### config.mk
export PLATFORM = sky130hd
export DESIGN_NAME = addr_gen_wr_flat
export DESIGN_NICKNAME = d
export VERILOG_FILES = /design/src/rtl/addr_gen_wr_if.sv /design/src/rtl/addr_gen_wr.sv /design/src/flat_wrapper.sv
export SDC_FILE = /design/constraint.sdc
export NUM_CORES = 1
export LEC_CHECK = 0
export CAP_MARGIN = 15
export CORE_MARGIN = 2
export CORE_UTILIZATION = 61
export DETAILED_ROUTE_END_ITERATION = 10
export DONT_BUFFER_PORTS = 1
export PLACE_DENSITY_LB_ADDON = 0.25
export SYNTH_ARGS = -nofsm -noshare
export SYNTH_HDL_FRONTEND = slang
export SYNTH_SLANG_ARGS = --single-unit
### constraint.sdc
create_clock -name clk -period 2.2 [get_ports clk]
set_clock_uncertainty 0.15 [all_clocks]
set_input_delay 0.11 -clock clk [delete_from_list [all_inputs] [get_ports clk]]
set_output_delay 0.11 -clock clk [all_outputs]
set_load 0.01 [all_outputs]
### src/rtl/addr_gen_wr_if.sv
// addr_gen_wr_if: result-beat input and RAM write-port bundle for addr_gen_wr
//   en        start request (master -> slave)
//   i_valid   result beat valid, i_data result word (master -> slave)
//   o_wr_en, o_wr_addr, o_wr_data   registered RAM write port (slave -> master)
//   o_busy, o_done, o_ovf           status (slave -> master)
interface addr_gen_wr_if #(
    parameter int ADDR_WIDTH = 12,
    parameter int DATA_WIDTH = 16
);
    logic                  en;
    logic                  i_valid;
    logic [DATA_WIDTH-1:0] i_data;
    logic                  o_wr_en;
    logic [ADDR_WIDTH-1:0] o_wr_addr;
    logic [DATA_WIDTH-1:0] o_wr_data;
    logic                  o_busy;
    logic                  o_done;
    logic                  o_ovf;
    modport master (
        output en, i_valid, i_data,
        input  o_wr_en, o_wr_addr, o_wr_data, o_busy, o_done, o_ovf
    );
    modport slave (
        input  en, i_valid, i_data,
        output o_wr_en, o_wr_addr, o_wr_data, o_busy, o_done, o_ovf
    );
endinterface

### src/rtl/addr_gen_wr.sv
// addr_gen_wr: write-side address generator, writes one result word per beat from BASE to STOP
//   clk, rst  rising-edge clock, synchronous active-high reset
//   bus       addr_gen_wr_if.slave: en/i_valid/i_data in; registered write port and busy/done/ovf out
//   ADDR_GEN_WR_OVF_EN  when defined, o_ovf flags beats dropped in IDLE/DONE (sticky); otherwise o_ovf is 0
module addr_gen_wr #(
    parameter int ADDR_WIDTH = 12,
    parameter int DATA_WIDTH = 16,
    parameter int BASE       = 0,
    parameter int STOP       = 53
) (
    input logic          clk,
    input logic          rst,
    addr_gen_wr_if.slave bus
);
    localparam logic [ADDR_WIDTH-1:0] base_a = ADDR_WIDTH'(BASE);
    localparam logic [ADDR_WIDTH-1:0] stop_a = ADDR_WIDTH'(STOP);
    typedef enum logic [1:0] {IDLE, WRITE, DONE} state_t;
    state_t                state;
    logic [ADDR_WIDTH-1:0] addr;
    logic                  wr_en;
    logic [ADDR_WIDTH-1:0] wr_addr;
    logic [DATA_WIDTH-1:0] wr_data;
    logic                  busy;
    logic                  done;
    // busy/done are registered alongside the state so they track it exactly
    always_ff @(posedge clk) begin
        if (rst) begin
            state   <= IDLE;
            addr    <= base_a;
            wr_en   <= 1'b0;
            wr_addr <= '0;
            wr_data <= '0;
            busy    <= 1'b0;
            done    <= 1'b0;
        end else begin
            case (state)
                IDLE: begin
                    wr_en <= 1'b0;
                    done  <= 1'b0;
                    if (bus.en) begin
                        state <= WRITE;
                        addr  <= base_a;
                        busy  <= 1'b1;
                    end
                end
                WRITE: begin
                    wr_en <= bus.i_valid;
                    if (bus.i_valid) begin
                        wr_addr <= addr;
                        wr_data <= bus.i_data;
                        addr    <= addr + 1'b1;
                        if (addr == stop_a) begin
                            state <= DONE;
                            done  <= 1'b1;
                        end
                    end
                end
                default: begin
                    state <= IDLE;
                    wr_en <= 1'b0;
                    busy  <= 1'b0;
                    done  <= 1'b0;
                end
            endcase
        end
    end
    assign bus.o_wr_en   = wr_en;
    assign bus.o_wr_addr = wr_addr;
    assign bus.o_wr_data = wr_data;
    assign bus.o_busy    = busy;
    assign bus.o_done    = done;
`ifdef ADDR_GEN_WR_OVF_EN
    logic ovf;
    // an accepted start clears the flag even if a beat is dropped in the same cycle
    always_ff @(posedge clk) begin
        if (rst || (state == IDLE && bus.en))
            ovf <= 1'b0;
        else if (state != WRITE && bus.i_valid)
            ovf <= 1'b1;
    end
    assign bus.o_ovf = ovf;
`else
    assign bus.o_ovf = 1'b0;
`endif
endmodule

### src/flat_wrapper.sv
// flat-port wrapper written by rule: the top's interface ports become plain ports
module addr_gen_wr_flat 
#(
    parameter int ADDR_WIDTH = 12,
    parameter int DATA_WIDTH = 16,
    parameter int BASE       = 0,
    parameter int STOP       = 53
)
  (clk, rst, bus_en, bus_i_valid, bus_i_data, bus_o_wr_en, bus_o_wr_addr, bus_o_wr_data, bus_o_busy, bus_o_done, bus_o_ovf);
  addr_gen_wr_if #(.ADDR_WIDTH(ADDR_WIDTH), .DATA_WIDTH(DATA_WIDTH)) bus_i ();
  input logic clk;
  input logic rst;
  input wire logic [$bits(bus_i.en)-1:0] bus_en;
  input wire logic [$bits(bus_i.i_valid)-1:0] bus_i_valid;
  input wire logic [$bits(bus_i.i_data)-1:0] bus_i_data;
  output wire logic [$bits(bus_i.o_wr_en)-1:0] bus_o_wr_en;
  output wire logic [$bits(bus_i.o_wr_addr)-1:0] bus_o_wr_addr;
  output wire logic [$bits(bus_i.o_wr_data)-1:0] bus_o_wr_data;
  output wire logic [$bits(bus_i.o_busy)-1:0] bus_o_busy;
  output wire logic [$bits(bus_i.o_done)-1:0] bus_o_done;
  output wire logic [$bits(bus_i.o_ovf)-1:0] bus_o_ovf;
  assign bus_i.en = bus_en;
  assign bus_i.i_valid = bus_i_valid;
  assign bus_i.i_data = bus_i_data;
  assign bus_o_wr_en = bus_i.o_wr_en;
  assign bus_o_wr_addr = bus_i.o_wr_addr;
  assign bus_o_wr_data = bus_i.o_wr_data;
  assign bus_o_busy = bus_i.o_busy;
  assign bus_o_done = bus_i.o_done;
  assign bus_o_ovf = bus_i.o_ovf;
  addr_gen_wr #(.ADDR_WIDTH(ADDR_WIDTH), .DATA_WIDTH(DATA_WIDTH), .BASE(BASE), .STOP(STOP)) u_core (.clk(clk), .rst(rst), .bus(bus_i));
endmodule
==> results by group, run 1 <==
Yosys
  • Synth Flop Type: dfxtp_1
  • Portion of the post-synthesis area used by sequential elements: 51.7%
  • Cell area after synthesis: 1740 um2
  • Most numerous cell types in the synthesized netlist: nand2_1 (59), dfxtp_1 (45), a21oi_1 (33)
  • Count of flip-flops with a built-in enable after synthesis: 0
  • Yosys warnings: 0
  • Cell count after synthesis: 211
  • Top-count cell post-synth: nand2_1
  • Share of flip-flops with an asynchronous set or reset: 0%
  • Post-synth top area share: 51.7%
  • Post-Syn Area per Cell: 8.26 um2
  • Syn Nets: 233
  • Flip-flop and latch count after synthesis: 45
  • Leading post-synthesis cells by cell area: dfxtp_1 (52%), nand2_1 (13%), a21oi_1 (9.5%)
  • Synth cell types: 33
  • Cell accounting for the most synthesized area: dfxtp_1

GRT
  • Wire length of the first global-routing pass: 6370 um
  • Via count of the first global-routing pass: 1445
  • Pin count of the biggest net entering global routing: 34
  • Overall fraction of global-route tracks in use: 25.2%
  • Remaining Overflow, GRT: 0
  • Initial antenna violation count: 0

Clocking
  • Num CTS Buffers: 5
  • Clock tree from TritonCTS: built
  • Clock network latency to the later pin of the worst-skew pair: 0.35 ns
  • Number of buffers inserted to repair setup after CTS: 0
  • H-Tree Level Count: 2
  • Number of buffers on the longest clock path: 2
  • Number of sinks driven by the clock tree: 45
  • Clock root cell: clkbuf_4
  • Clock transition at the registers of the reported paths: 0.12 ns

Critical path
  • Critical Path Start Type: flip-flop
  • Startpoint of the most critical setup path: u_core.state[1]$_SDFFE_PP0P_
  • Max stage delay cell, worst path: or4_1
  • Worst path arrival time: 2.16 ns
  • Endpoint of the most critical register-to-register path: u_core.addr[11]$_SDFFE_PP0P_
  • Launching point of the worst reg2reg path: u_core.state[1]$_SDFFE_PP0P_
  • Flop-to-flop setup slack: 0.18 ns
  • Sort of element at the end of the critical path: flip-flop
  • Cell count of the worst reg-to-reg path: 4
  • Data required time at the worst endpoint: 2.34 ns
  • Max incr delay on CP: 0.50 ns
  • Series of cell instances along the critical path: nand3b_1 -> or3_4 -> or4_1 -> a21oi_1
  • Worst-path maximum fanout: 9
  • Startpoint-to-endpoint class of the critical path: reg2reg

Route
  • Via Count: 1507
  • DRT iter0 DRCs: 114
  • Post-route antenna net violation count: 0
  • Via density per instance: 5.80
  • Detailed-routing iteration count for the pre-antenna-repair pass: 4
  • Routed wire per std cell: 15.3 um
  • DRC violation count after routing: 0
  • Routed Wire Length: 3970 um

Finish
  • Count of placed standard cells in the final layout, fillers left out: 260
  • Count of inserted antenna diode cells: 0
  • Area Growth Syn to Fin: 15.0%
  • Filler cells: 208
  • Finished Cell Area: 2000 um2
  • Fin nets: 250
  • Fraction of final layout cells with drive strength greater than 1: 6.11%

Floorplan
  • Floorplan row count: 19
  • Die boundary height: 57.5 um
  • Initial cell density of the core: 63.8%
  • Core region area: 2730 um2
  • Die Span X: 57.5 um
  • Die footprint: 3300 um2
  • Top-level I/O count: 52

Placement
  • Number of cells after detailed placement: 233
  • Placement-stage cell area: 1740 um2
  • Count of buffers inserted at the top-level ports: 0
  • Global placer's final weighted congestion: 0.825
  • HPWL after detailed placement: 2490 um

STA
  • Worst slew slack as a fraction of its limit: 23.9%
  • Fmax achieved: 495 MHz
  • Max-slew violation total from the final report: 0
  • Time the worst path needs with I/O delays and setup: 2.02 ns
  • Final Setup Violations: 0
  • Total Negative Setup Slacks: 0 ns
  • Setup repair after global routing missed its margin: no
  • Crit share post-route: 91.8%
  • Transition time at the pin with the least slew margin: 1.14 ns
  • Hold Vio Cnt, Final: 0

Min path
  • Type of the worst min-delay path: in2reg
  • Min-delay src: rst
  • Worst Hold Endpoint: u_core.addr[9]$_SDFFE_PP0P_
  • Depth of the worst hold-timing path: 2

Pwr
  • Ratio of total power to cell area: 692 nW/um2
  • Leakage Power: 0.708 nW
  • Maximum ir drop on the vdd rail: 0.563 mV

Status
  • Outcome: complete, no violations

Run
  • Number of max-capacitance violations reported: 0
==> cell type report <==
cell class              count  area (um2)  area share (%)
flip-flops and latches     45         901            44.9
multi-input cells         152         774            38.6
inverters                   2        7.51           0.375
clock inverters             1        5.00           0.250
clock buffers               7        65.1            3.25
repair buffers             22         213            10.6
well taps                  31        38.8            1.94
==> per-layer routing <==
| layer | vias up | GRT usage, % | routed length, um |
|---|---|---|---|
| li1 | 733 | - | - |
| met1 | 702 | 28.0 | 1550 |
| met2 | 61 | 44.6 | 2070 |
| met3 | 11 | 7.71 | 255 |
| met4 | 0 | 9.97 | 96 |
| met5 | - | 0 | 0 |
==> how the worst max path moves through the flow <==
stage / endpoint
CTS: u_core.addr[11]$_SDFFE_PP0P_
finish: u_core.addr[11]$_SDFFE_PP0P_
global placement: u_core.addr[11]$_SDFFE_PP0P_
global route: u_core.addr[11]$_SDFFE_PP0P_
floorplan: u_core.addr[11]$_SDFFE_PP0P_
detailed placement: u_core.addr[11]$_SDFFE_PP0P_
==> worst max-delay path: cells and delay by family, from the launching register on <==
kind | cells | cell delay (ns)
simple gates | 3 | 1.25
flops | 1 | 0.40
compound gates | 1 | 0.15
==> repair_timing <==
action / in CTS / in global routing
endpoints found under the hold margin: 35 / 0
hold buffers: 19 / 0
gates resized for setup: 0 / 0
==> registers in the layout, summed over array words and instances (netlist names) <==
register,count
u_core.bus.o_wr_addr,12
u_core.bus.o_wr_data,16
u_core.bus.o_wr_en,1
u_core.state,2
u_core.bus.o_done,1
u_core.addr,12
u_core.bus.o_busy,1
==> report_power, final <==
group          switching [mW]  internal (mW)  total [mW]
clock                   0.252          0.185       0.437
sequential             0.0216          0.832       0.853
combinational          0.0539         0.0430      0.0969
total                   0.327           1.06        1.39
==> cells in the final DEF, fill, tap and decap left out, types with 3 or more instances in the layout <==
| cell | netlist | layout |
|---|---|---|
| xnor2_1 | 6 | 6 |
| dfxtp_1 | 45 | 45 |
| nor2_1 | 15 | 15 |
| a21oi_1 | 33 | 33 |
| buf_4 | 2 | 3 |
| nand3_1 | 6 | 6 |
| nand2_1 | 59 | 59 |
| clkbuf_4 | 0 | 5 |
| dlygate4sd3_1 | 0 | 19 |
==> logic make-up (layout without fill, tap and decap cells) <==
| group | Yosys count | after routing | synth area share [%] |
|---|---|---|---|
| adder cells (fa/ha/maj) | 2 | 2 | 1.44 |
| AND/OR/NAND/NOR | 101 | 101 | 26.1 |
| AO/OA/AOI/OAI | 40 | 40 | 12.4 |
| buffers and inverters | 14 | 32 | 3.88 |
| other | 1 | 1 | 0.215 |
| flip-flops | 45 | 45 | 51.7 |
| multiplexers | 1 | 1 | 0.789 |
| XOR/XNOR | 7 | 7 | 3.52 |
==> per-stage QoR <==
stage	hold WS, ns	power [mW]	setup slack [ns]	util [%]
2_1_floorplan	0.0960	0.923	0.314	-
4_1_cts	0.0311	1.39	0.190	73.3
5_1_grt	0.0646	1.43	0.0583	73.3
6_report	0.0279	1.39	0.180	73.3
3_3_place_gp	0.0314	0.926	0.296	63.8
3_5_place_dp	0.0334	0.931	0.217	63.8
Note: power is estimated with default switching activity, not from simulation.
==> inputs of run 2 (changes only) <==
--- a/config.mk
+++ b/config.mk
@@ -11,6 +11,7 @@
 export DETAILED_ROUTE_END_ITERATION = 10
 export DONT_BUFFER_PORTS = 1
 export PLACE_DENSITY_LB_ADDON = 0.25
+export REMOVE_ABC_BUFFERS = 1
 export SYNTH_ARGS = -nofsm -noshare
 export SYNTH_HDL_FRONTEND = slang
 export SYNTH_SLANG_ARGS = --single-unit
==> results by group, run 2 (same netlist as run 1, synthesis figures left out) <==
Floorplan
  • Initial cell density of the core: 63.8%
  • Core region area: 2730 um2
  • Floorplan row count: 19
  • Top-level I/O count: 52
  • Die Span X: 57.5 um
  • Die boundary height: 57.5 um
  • Die footprint: 3300 um2

STA
  • Setup repair after global routing missed its margin: no
  • Worst slew slack as a fraction of its limit: 23.8%
  • Total Negative Setup Slacks: 0 ns
  • Transition time at the pin with the least slew margin: 1.14 ns
  • Time the worst path needs with I/O delays and setup: 1.96 ns
  • Hold Vio Cnt, Final: 0
  • Fmax achieved: 510 MHz
  • Crit share post-route: 89.2%
  • Final Setup Violations: 0
  • Max-slew violation total from the final report: 0

Clocking
  • Post-cts sizing count: 0
  • Clock network latency to the later pin of the worst-skew pair: 0.37 ns
  • H-Tree Level Count: 2
  • Clock tree from TritonCTS: built
  • Num CTS Buffers: 5
  • Number of buffers on the longest clock path: 2
  • Number of sinks driven by the clock tree: 45
  • Clock root cell: clkbuf_4
  • Number of buffers inserted to repair setup after CTS: 0
  • Clock transition at the registers of the reported paths: 0.13 ns
  • Hold_buf cts: 19

Critical path
  • Last element of the critical path: u_core.addr[11]$_SDFFE_PP0P_
  • Startpoint of the most critical setup path: u_core.addr[2]$_SDFFE_PP0P_
  • Endpoint of the most critical register-to-register path: u_core.addr[11]$_SDFFE_PP0P_
  • Data required time at the worst endpoint: 2.34 ns
  • Flop-to-flop setup slack: 0.24 ns
  • Sort of element at the end of the critical path: flip-flop
  • Startpoint-to-endpoint class of the critical path: reg2reg
  • Cell count of the worst reg-to-reg path: 4
  • Critical Path Start Type: flip-flop
  • Worst path arrival time: 2.10 ns
  • Launching point of the worst reg2reg path: u_core.addr[2]$_SDFFE_PP0P_
  • Worst-path maximum fanout: 6

Min path
  • Type of the worst min-delay path: in2reg

GRT
  • Overall fraction of global-route tracks in use: 23.9%
  • Met1 track utilization from global routing: 27.8%
  • Via count of the first global-routing pass: 1464
  • Met2 Resource Use GR: 41.9%
  • Pin count of the biggest net entering global routing: 34
  • Highest-utilization routing layer at the global route stage: met2
  • Remaining Overflow, GRT: 0
  • Met3 global-route usage: 5.90%
  • Initial antenna violation count: 0
  • Wire length of the first global-routing pass: 6130 um

Finish
  • Number of flip-flops in the largest register: 16
  • Fraction of final layout cells with drive strength greater than 1: 6.52%
  • Count of inserted antenna diode cells: 0
  • Leading cell type in the layout, fill and taps excluded: nand2_1
  • Most frequent cells in the layout: nand2_1 (59), dfxtp_1 (45), a21oi_1 (33)
  • Fin nets: 251
  • Area Growth Syn to Fin: 16.2%
  • Count of placed standard cells in the final layout, fillers left out: 261

Route
  • DRT iter0 DRCs: 72
  • Detailed-routing iteration count for the pre-antenna-repair pass: 4
  • Routed Wire Length: 3670 um
  • DRC violation count after routing: 0
  • Via density per instance: 5.56
  • Routed wire per std cell: 14.1 um
  • Via Count: 1452
  • Post-route antenna net violation count: 0

Pwr
  • Relative contribution of sequential cells to total power: 58.7%
  • Sw Share: 23.1%
  • Leakage Power: 0.714 nW
  • Part of the power in the clock network: 34.8%
  • Maximum ir drop on the vdd rail: 0.690 mV
  • Internal portion of total power: 1.12 mW
  • Combinational power share: 6.5%
  • Overall power after layout: 1.45 mW
  • Ratio of total power to cell area: 718 nW/um2
  • Net Switching: 0.336 mW

Placement
  • Global placer's final weighted congestion: 0.913
  • HPWL after detailed placement: 2320 um
  • Number of cells after detailed placement: 234
  • Count of buffers inserted at the top-level ports: 0

Run
  • Number of max-capacitance violations reported: 0

Status
  • Outcome: complete, no violations
run 2: cell types whose count changed in the layout (fill, tap and decap cells not counted), sizes merged:
cell    change
buf         +1
bufinv      +1
clkbuf      -1
run 2: through the flow:
stage	setup slack [ns]	hold WS (ns)	cell area, um2	util [%]
3_3_place_gp	0.360	0.0323	1750	64.2
6_report	0.238	0.0301	2020	74.1
3_5_place_dp	0.269	0.0345	1750	64.2
2_1_floorplan	0.360	0.0291	1680	-
4_1_cts	0.252	0.0277	2020	74.1
5_1_grt	0.112	0.0710	2020	74.1
run 2: how the worst min path moves through the flow:
stage | cells past startpoint | to | startpoint | slack, ns
after detailed placement | 1 | u_core.bus.o_wr_data[5]$_SDFFE_PP0P_ | rst | 0.03
final | 3 | u_core.bus.o_wr_en$_SDFF_PP0_ | bus_i_valid | 0.03
after CTS | 2 | u_core.addr[10]$_SDFFE_PP0P_ | rst | 0.03
after global routing | 2 | u_core.addr[8]$_SDFFE_PP0P_ | rst | 0.07
after floorplan | 1 | u_core.bus.o_wr_addr[0]$_SDFFE_PP0P_ | rst | 0.03
after global placement | 1 | u_core.bus.o_wr_data[0]$_SDFFE_PP0P_ | rst | 0.03
run 2: power groups by stage:
stage               Sequential [mW]  Combinational, mW  Clock [mW]
finish                        0.853             0.0948       0.505
global route                  0.855              0.107       0.533
CTS                           0.853             0.0941       0.509
detailed placement            0.871             0.0588           0
global placement              0.870             0.0553           0
floorplan                     0.868             0.0424           0
run 2: area by class of cell:
cell class / count / area (um2)
sequential: 45 / 901
timing repair buffer: 23 / 220
tap: 31 / 38.8
fill: 205 / 709
clock buffer: 6 / 41.3
clock inverter: 2 / 38.8
multi-input combinational: 152 / 777
inverter: 2 / 7.51
run 2: layer usage:
metal  vias up  part of all wire, %
met1       669                   41
met3         7                  6.0
li1        731                    -
met4         0                  1.7
met2        45                   52
met5         -                    0
run 2: critical path: stages, from the launching register on:
cell and delay [ns]:
dfxtp_1 0.44, nand3b_1 0.21, or3_4 0.44, or4_1 0.51, a21oi_1 0.15
